File: config.mk
export PLATFORM = sky130hd
export DESIGN_NAME = tmds_word_aligner
export DESIGN_NICKNAME = d
export VERILOG_FILES = /design/src/rtl/tmds_word_aligner.sv
export SDC_FILE = /design/constraint.sdc
export NUM_CORES = 1
export LEC_CHECK = 0
export ABC_AREA = 0
export BUFFER_PORTS_ARGS = -buffer_cell sky130_fd_sc_hd__buf_2
export CORE_MARGIN = 4
export CORE_UTILIZATION = 60
export DETAILED_ROUTE_END_ITERATION = 8
export PLACE_DENSITY = 0.79
export SLEW_MARGIN = 10
export SYNTH_ARGS = -nofsm -noshare
export SYNTH_HDL_FRONTEND = slang
export SYNTH_SLANG_ARGS = --single-unit
File: constraint.sdc
create_clock -name clk_pixel -period 2.1 [get_ports clk_pixel]
set_input_delay 0.315 -clock clk_pixel [delete_from_list [all_inputs] [get_ports clk_pixel]]
set_output_delay 0.315 -clock clk_pixel [all_outputs]
set_load 0.02 [all_outputs]
File: src/rtl/tmds_word_aligner.sv
// TMDS receive word aligner: finds the 10-bit symbol boundary from control tokens, then decodes 10b->8b.
// Optional lock statistics (relock_count, offset_at_lock) are built when TMDS_ALIGN_STATS_EN is defined.
module tmds_word_aligner #(
  parameter int LOCK_TOKENS   = 8,
  parameter int SEARCH_WINDOW = 4096,
  parameter int LOSS_TIMEOUT  = 65536
) (
  input  logic        clk_pixel,
  input  logic        reset,
  input  logic [9:0]  raw_word,
  input  logic        force_search,
  output logic        locked,
  output logic [3:0]  bit_offset,
  output logic        de,
  output logic [1:0]  ctrl,
  output logic [7:0]  data
`ifdef TMDS_ALIGN_STATS_EN
  ,
  output logic [15:0] relock_count,
  output logic [3:0]  offset_at_lock
`endif
);

  localparam int DWELL_W = $clog2(SEARCH_WINDOW);
  localparam int HIT_W   = $clog2(LOCK_TOKENS + 1);
  localparam int IDLE_W  = $clog2(LOSS_TIMEOUT);

  localparam logic [DWELL_W-1:0] DWELL_MAX = DWELL_W'(SEARCH_WINDOW - 1);
  localparam logic [HIT_W-1:0]   HIT_LAST  = HIT_W'(LOCK_TOKENS - 1);
  localparam logic [IDLE_W-1:0]  IDLE_MAX  = IDLE_W'(LOSS_TIMEOUT - 1);

  typedef enum logic {SEARCH, LOCKED} state_t;

  state_t              r_state;
  logic [3:0]          r_offset;
  logic [DWELL_W-1:0]  r_dwell;
  logic [HIT_W-1:0]    r_hits;
  logic [IDLE_W-1:0]   r_idle;
  logic [9:0]          r_prev;
  logic [9:0]          r_word;
  logic                r_locked;
  logic                r_de;
  logic [1:0]          r_ctrl;
  logic [7:0]          r_data;

  logic [18:0]         w_window;
  logic [9:0]          w_cand;
  logic                w_isToken;
  logic [1:0]          w_tokCtrl;
  logic [7:0]          w_q;
  logic [7:0]          w_data;
  logic [3:0]          w_nextOffset;

  // Offsets only reach 9, so the top bit of the newest word is never part of a candidate.
  assign w_window = {raw_word[8:0], r_prev};

  always_comb begin
    w_cand = w_window[9:0];
    for (int k = 1; k < 10; k++) begin
      if (r_offset == 4'(k)) w_cand = w_window[k +: 10];
    end
  end

  always_comb begin
    w_isToken = 1'b1;
    w_tokCtrl = 2'b00;
    case (r_word)
      10'b1101010100: w_tokCtrl = 2'b00;
      10'b0010101011: w_tokCtrl = 2'b01;
      10'b0101010100: w_tokCtrl = 2'b10;
      10'b1010101011: w_tokCtrl = 2'b11;
      default:        w_isToken = 1'b0;
    endcase
  end

  always_comb begin
    w_q       = r_word[9] ? ~r_word[7:0] : r_word[7:0];
    w_data    = 8'h00;
    w_data[0] = w_q[0];
    for (int i = 1; i < 8; i++) begin
      w_data[i] = r_word[8] ? (w_q[i] ^ w_q[i-1]) : ~(w_q[i] ^ w_q[i-1]);
    end
  end

  assign w_nextOffset = (r_offset == 4'd9) ? 4'd0 : r_offset + 4'd1;

  always_ff @(posedge clk_pixel or negedge reset) begin
    if (!reset) begin
      r_prev <= '0;
      r_word <= '0;
    end else begin
      r_prev <= raw_word;
      r_word <= w_cand;
    end
  end

  // force_search beats lock and timeout; within SEARCH, lock beats dwell expiry.
  always_ff @(posedge clk_pixel or negedge reset) begin
    if (!reset) begin
      r_state  <= SEARCH;
      r_offset <= 4'd0;
      r_dwell  <= '0;
      r_hits   <= '0;
      r_idle   <= '0;
`ifdef TMDS_ALIGN_STATS_EN
      relock_count   <= 16'h0000;
      offset_at_lock <= 4'd0;
`endif
    end else begin
      case (r_state)
        SEARCH: begin
          if (force_search) begin
            r_offset <= w_nextOffset;
            r_dwell  <= '0;
            r_hits   <= '0;
          end else if (w_isToken && (r_hits == HIT_LAST)) begin
            r_state <= LOCKED;
            r_dwell <= '0;
            r_hits  <= '0;
            r_idle  <= '0;
`ifdef TMDS_ALIGN_STATS_EN
            offset_at_lock <= r_offset;
`endif
          end else if (r_dwell == DWELL_MAX) begin
            r_offset <= w_nextOffset;
            r_dwell  <= '0;
            r_hits   <= '0;
          end else begin
            r_dwell <= r_dwell + DWELL_W'(1);
            r_hits  <= w_isToken ? r_hits + HIT_W'(1) : '0;
          end
        end
        LOCKED: begin
          if (force_search || (!w_isToken && (r_idle == IDLE_MAX))) begin
            r_state <= SEARCH;
            if (force_search) r_offset <= w_nextOffset;
            r_dwell <= '0;
            r_hits  <= '0;
            r_idle  <= '0;
`ifdef TMDS_ALIGN_STATS_EN
            if (relock_count != 16'hFFFF) relock_count <= relock_count + 16'd1;
`endif
          end else if (w_isToken) begin
            r_idle <= '0;
          end else begin
            r_idle <= r_idle + IDLE_W'(1);
          end
        end
        default: r_state <= SEARCH;
      endcase
    end
  end

  // Outputs trail the FSM by one cycle and stay quiet until the boundary is held.
  always_ff @(posedge clk_pixel or negedge reset) begin
    if (!reset) begin
      r_locked <= 1'b0;
      r_de     <= 1'b0;
      r_ctrl   <= 2'b00;
      r_data   <= 8'h00;
    end else begin
      r_locked <= (r_state == LOCKED);
      if (r_state != LOCKED) begin
        r_de   <= 1'b0;
        r_ctrl <= 2'b00;
        r_data <= 8'h00;
      end else if (w_isToken) begin
        r_de   <= 1'b0;
        r_ctrl <= w_tokCtrl;
        r_data <= 8'h00;
      end else begin
        r_de   <= 1'b1;
        r_data <= w_data;
      end
    end
  end

  assign locked     = r_locked;
  assign bit_offset = r_offset;
  assign de         = r_de;
  assign ctrl       = r_ctrl;
  assign data       = r_data;

endmodule

Word level (Yosys, flattened, before mapping). Cells that the tools add are included.

Input port bits: 13. Register bits: 69.

Multiplexer cells: 52. $add $sub $neg: 4. Bitwise gates (word level): 16. Equal/unequal tests: 23. Reductions and logical operators: 7.

Operators by type and width (number): 10-bit 2-to-1 mux (9); 16-bit 2-to-1 mux (4); 12-bit 2-to-1 mux (4); 4-bit 2-to-1 mux (11); 16-bit one-hot mux with 2 select lines (1); 8-bit 2-to-1 mux (3); 12-bit one-hot mux with 2 select lines (1); 10-bit equality test (second input constant) (2); 4-bit by 3-bit equality test with 1-bit output (second input constant) (5); 16-bit by 1-bit adder with 16-bit output (second input constant) (1); 16-bit equality test (second input constant) (1); 4-bit one-hot mux with 2 select lines (2); 1-bit 2-to-1 mux (13); 12-bit by 1-bit adder with 12-bit output (second input constant) (1); 12-bit equality test (second input constant) (1); 10-bit by 8-bit equality test with 1-bit output (second input constant) (1); 10-bit by 9-bit equality test with 1-bit output (second input constant) (1); 4-bit by 1-bit adder with 4-bit output (second input constant) (2); 4-bit by 2-bit equality test with 1-bit output (second input constant) (2); 4-bit equality test (second input constant) (2); 1-bit inverter (8); 8-bit inverter (1); 1-bit XOR (7); 2-bit inequality test (second input constant) (3); other kinds (12) (16).

Longest topological paths before layout.
Depth in word-level cells: 10. Depth in mapped cells: 8.

Least setup slack after synthesis. OpenSTA, ideal clock, no wires.

Kind: register to register. Start point: register r_idle[0]. End point: register r_idle[5]. Setup slack: 0.190 ns. Period minus slack after synthesis: 1.910 ns. Stages on the path, launching flop included: 8. Library setup time: 0.124 ns. Data arrival time: 1.786 ns. Path through: dfrtp_1 -> ha_1 -> nand3_1 -> nor4_4 -> nand2_1 -> buf_2 -> and4_1 -> a211o_1.

Word-level cells in the longest chain between the ends: 5.

Ends and longest elaborated chain: from (decl) (line 38) `logic [IDLE_W-1:0] r_idle;`; from (signal assigned) (line 146) `r_idle <= r_idle + IDLE_W'(1);`; branches (longest 3 deep; another with 16-bit by 1-bit adder with 16-bit output); 16-bit 2-to-1 mux (*) (line 134) `if (force_search || (!w_isToken && (r_idle == IDLE_MAX))) begin`; 16-bit one-hot mux with 2 select lines (*) (line 110) `case (r_state)`.

Mark *: on every way between the ends. A chain may end at the register's enable or synchronous reset.

Final worst setup path.
Start point: register r_hits[0]. End point: register r_hits[2].

Word-level cells in the longest chain between the ends: 6.

Ends and longest elaborated chain: from (decl) (line 37) `logic [HIT_W-1:0] r_hits;`; from (signal assigned) (line 130) `r_hits <= w_isToken ? r_hits + HIT_W'(1) : '0;`; 4-bit by 1-bit adder with 4-bit output (line 130); 4-bit 2-to-1 mux (line 130); 4-bit 2-to-1 mux (line 124) `end else if (r_dwell == DWELL_MAX) begin`; 4-bit 2-to-1 mux (*) (line 116) `end else if (w_isToken && (r_hits == HIT_LAST)) begin`; 4-bit 2-to-1 mux (*) (line 112) `if (force_search) begin`; 4-bit one-hot mux with 2 select lines (*) (line 110).

Every way passes the cells marked *; elsewhere a longest branch is shown, timed or not.

==> results.sh <==
export IMPL_met3_usage_pct=5.689
export IMPL_p_seq_share_pct=31.4
export IMPL_syn_avg_cell_area_um2=8.946
export IMPL_areaGrowthSynthToFinish_pct=16.20
export IMPL_r2r_start="r_hits[0]"
export IMPL_pre_cts_ws_ns=0.02193
export IMPL_initial_core_util_pct=63.17
export IMPL_outcome="complete, but fails checks"
export IMPL_globalplace_congestion=0.9474
export IMPL_hold_class="input port to flop"
export IMPL_cp_data_arrival_time_ns=2.44
export IMPL_rows=30
export IMPL_grt_usage_pct=28.89
export IMPL_synth_edff_count=0
export IMPL_dp_hpwl_um=8649
export IMPL_end_kind="flop"
export IMPL_fin_crit_ns=2.150
export IMPL_yosysTopAreaCell="dfrtp_1"
export IMPL_hold_depth=1
export IMPL_cp_start_kind="flop"
export IMPL_regToRegSetupSlack_ns=-0.05
export IMPL_antenna_found_initial=0
export IMPL_clock_path_buffers=2
export IMPL_io_pins=29
export IMPL_yosysMostFrequentCell="dfrtp_1"
export IMPL_synth_top_area_share_pct=39.15
export IMPL_met1_usage_pct=37.80
export IMPL_worstSetupEndpoint="r_hits[2]"
export IMPL_reg2reg_depth=8
export IMPL_cp_required_ns=2.39
export IMPL_die_y_um=93.74
export IMPL_ys_top_cells_by_area="dfrtp_1, o21ai_0, nand2_1, nor2_1, nand3_1"
export IMPL_cts_tree="done"
export IMPL_synth_ff_type="dfrtp_1"
export IMPL_switching_share_pct=39.51
export IMPL_p_clk_share_pct=24.2
export IMPL_io_buffers=28
export IMPL_drtIter0Drc=259
export IMPL_seq_area_frac_synth_pct=39.15
export IMPL_core_um2=6982
export IMPL_grt_max_degree=30
export IMPL_dr_pass1_iters=5
export IMPL_die_w_um=93.74
export IMPL_yosys_warnings=0
export IMPL_finalCritPeriodShare_pct=102.4
export IMPL_worst_slew_pin_slew_ns=0.5668
export IMPL_drive_above_1_share_pct=23.09
export IMPL_ys_types=74
export IMPL_max_slew_margin_pct=62.08
export IMPL_clkLatencyLatePin_ns=0.35
export IMPL_crit_start="r_hits[0]"
export IMPL_ys_top_cells_by_count="dfrtp_1, nand2_1, nor2_1, o21ai_0, nand3_1"
export IMPL_power_switching_mw=2.104
export IMPL_route_detailed_drc=0
export IMPL_setup_viol_count_final=1
export IMPL_insertedDiodeCount=0
export IMPL_grt_overflow=0
export IMPL_fmax_ghz=0.4651
export IMPL_grt_pass1_wl_um=20090
export IMPL_dr_total_vias=4283
export IMPL_p_per_area_nw_per_um2=1039
export IMPL_worstReg2RegEnd="r_hits[2]"
export IMPL_p_leak_nw=2.276
export IMPL_ctsRootBufferMaster="clkbuf_8"
export IMPL_use_met2_pct=47.72
export IMPL_min_from="raw_word[9]"
export IMPL_violations="setup timing"
export IMPL_die_area_um2=8786
export IMPL_synth_nets=509
export IMPL_path_class="flop to flop"
export IMPL_syn_inst=493
export IMPL_path_clk_slew_ns=0.08
export IMPL_internal_power_mw=3.221
export IMPL_postRouteAntennaNets=0
export IMPL_h_tree_depth=3
export IMPL_fin_skew_ns=0.009630
export IMPL_setup_ws_ns=-0.05025
export IMPL_p_comb_share_pct=44.4
export IMPL_numCtsBuffers=9
export IMPL_hold_slack_ns=0.07057
export IMPL_busiest_layer="met2"
export IMPL_fin_nets=561
export IMPL_wl_um=12690
export IMPL_maxCapViolCount=0
export IMPL_cp_max_fo=5
export IMPL_hold_violations=0
export IMPL_synth_async_sr_flop_share_pct=100.0
export IMPL_wl_per_cell_um=19.64
export IMPL_netlist_area_um2=4410
export IMPL_vdd_ir_drop_max_mv=0.6754
export IMPL_first_global_vias=3995
export IMPL_slew_violations=0
export IMPL_via_per_inst=6.630
export IMPL_synth_seq_cells=69
export IMPL_cts_sinks=69
## cells in the final DEF (no fill, tap or decap), types with 10 or more instances in the layout
cell type,n
buf_2,29
clkbuf_8,11
a21oi_1,23
o21ai_0,36
nor2b_1,10
nand3_1,27
inv_1,14
nand2_1,39
dfrtp_1,69
buf_4,43
o22ai_1,16
nor2_1,37
nor3_1,16
xnor2_1,12
## power by group through the flow
stage / Sequential [mW] / Combinational [mW] / Clock (mW)
floorplan: 1.67 / 1.61 / 0
global placement: 1.67 / 2.31 / 0
detailed placement: 1.68 / 2.30 / 0
CTS: 1.66 / 2.32 / 1.29
global route: 1.69 / 2.57 / 1.34
finish: 1.67 / 2.36 / 1.29
## flip-flops by register name, summed over array words and instances, names as in the netlist
signal and cells:
r_dwell 12, de 1, bit_offset 4, r_word 10
locked 1, r_prev 10, r_state 1, data 8
r_hits 4, r_idle 16, ctrl 2
## cell type report
type | count | area [um^2]
clock buffer | 11 | 151.4
fill | 523 | 1857
sequential | 69 | 1727
tap | 96 | 120.1
multi-input combinational | 376 | 2484
clock inverter | 5 | 81.33
inverter | 14 | 52.55
timing repair buffer | 75 | 509.2
## metrics by stage
step	instance area, um^2	std cells	TNS (ns)	utilization (%)	power [mW]
global route	5125	646	-0.2039	73.41	5.605
detailed placement	4782	621	0	68.49	3.985
global placement	4782	621	0	68.49	3.989
finish	5125	646	-0.05025	73.41	5.325
floorplan	4410	493	0	-	3.283
CTS	5040	640	0	72.19	5.271
## critical path, stage by stage (launching register included)
cell and delay (ns):
dfrtp_1 0.41, ha_1 0.24, and3b_2 0.24, nand4_1 0.15
nand4_1 0.13, buf_4 0.19, buf_4 0.14, a2111oi_1 0.42
a21o_2 0.17
## per-layer routing
metal / vias up / wire, um
li1: 1964 / -
met1: 2045 / 5139
met2: 224 / 6184
met3: 50 / 942
met4: 0 / 423
met5: - / 0
## timing repair
action                                 in CTS  in global routing
setup buffers                               2                  5
setup endpoints to repair                   4                 26
cloned                                      0                  1
hold buffers                                1                  0
endpoints found under the hold margin      18                  0
gates resized for setup                     0                 11
pin swaps                                   1                  5
## worst min path at each step
stage	end	slack, ns
final	r_prev[9]	0.07
after global routing	r_prev[9]	0.06
after CTS	r_prev[9]	0.06
after detailed placement	r_dwell[9]	0.31
after global placement	r_dwell[9]	0.30
after floorplan	bit_offset[0]	0.02
## cells by family (layout without fill, tap and decap cells)
logic type | after synthesis | count (layout) | synth area share (%)
AOI/OAI and AO/OA | 151 | 151 | 24.51
muxes | 8 | 8 | 1.929
adders and majority gates | 3 | 3 | 0.8512
xor gates and xnor gates | 15 | 15 | 2.979
and+or+nand+nor | 199 | 199 | 25.16
DFF | 69 | 69 | 39.15
buffers and inverters | 48 | 105 | 5.418
No activity file was read; power rests on OpenSTA's default activity.
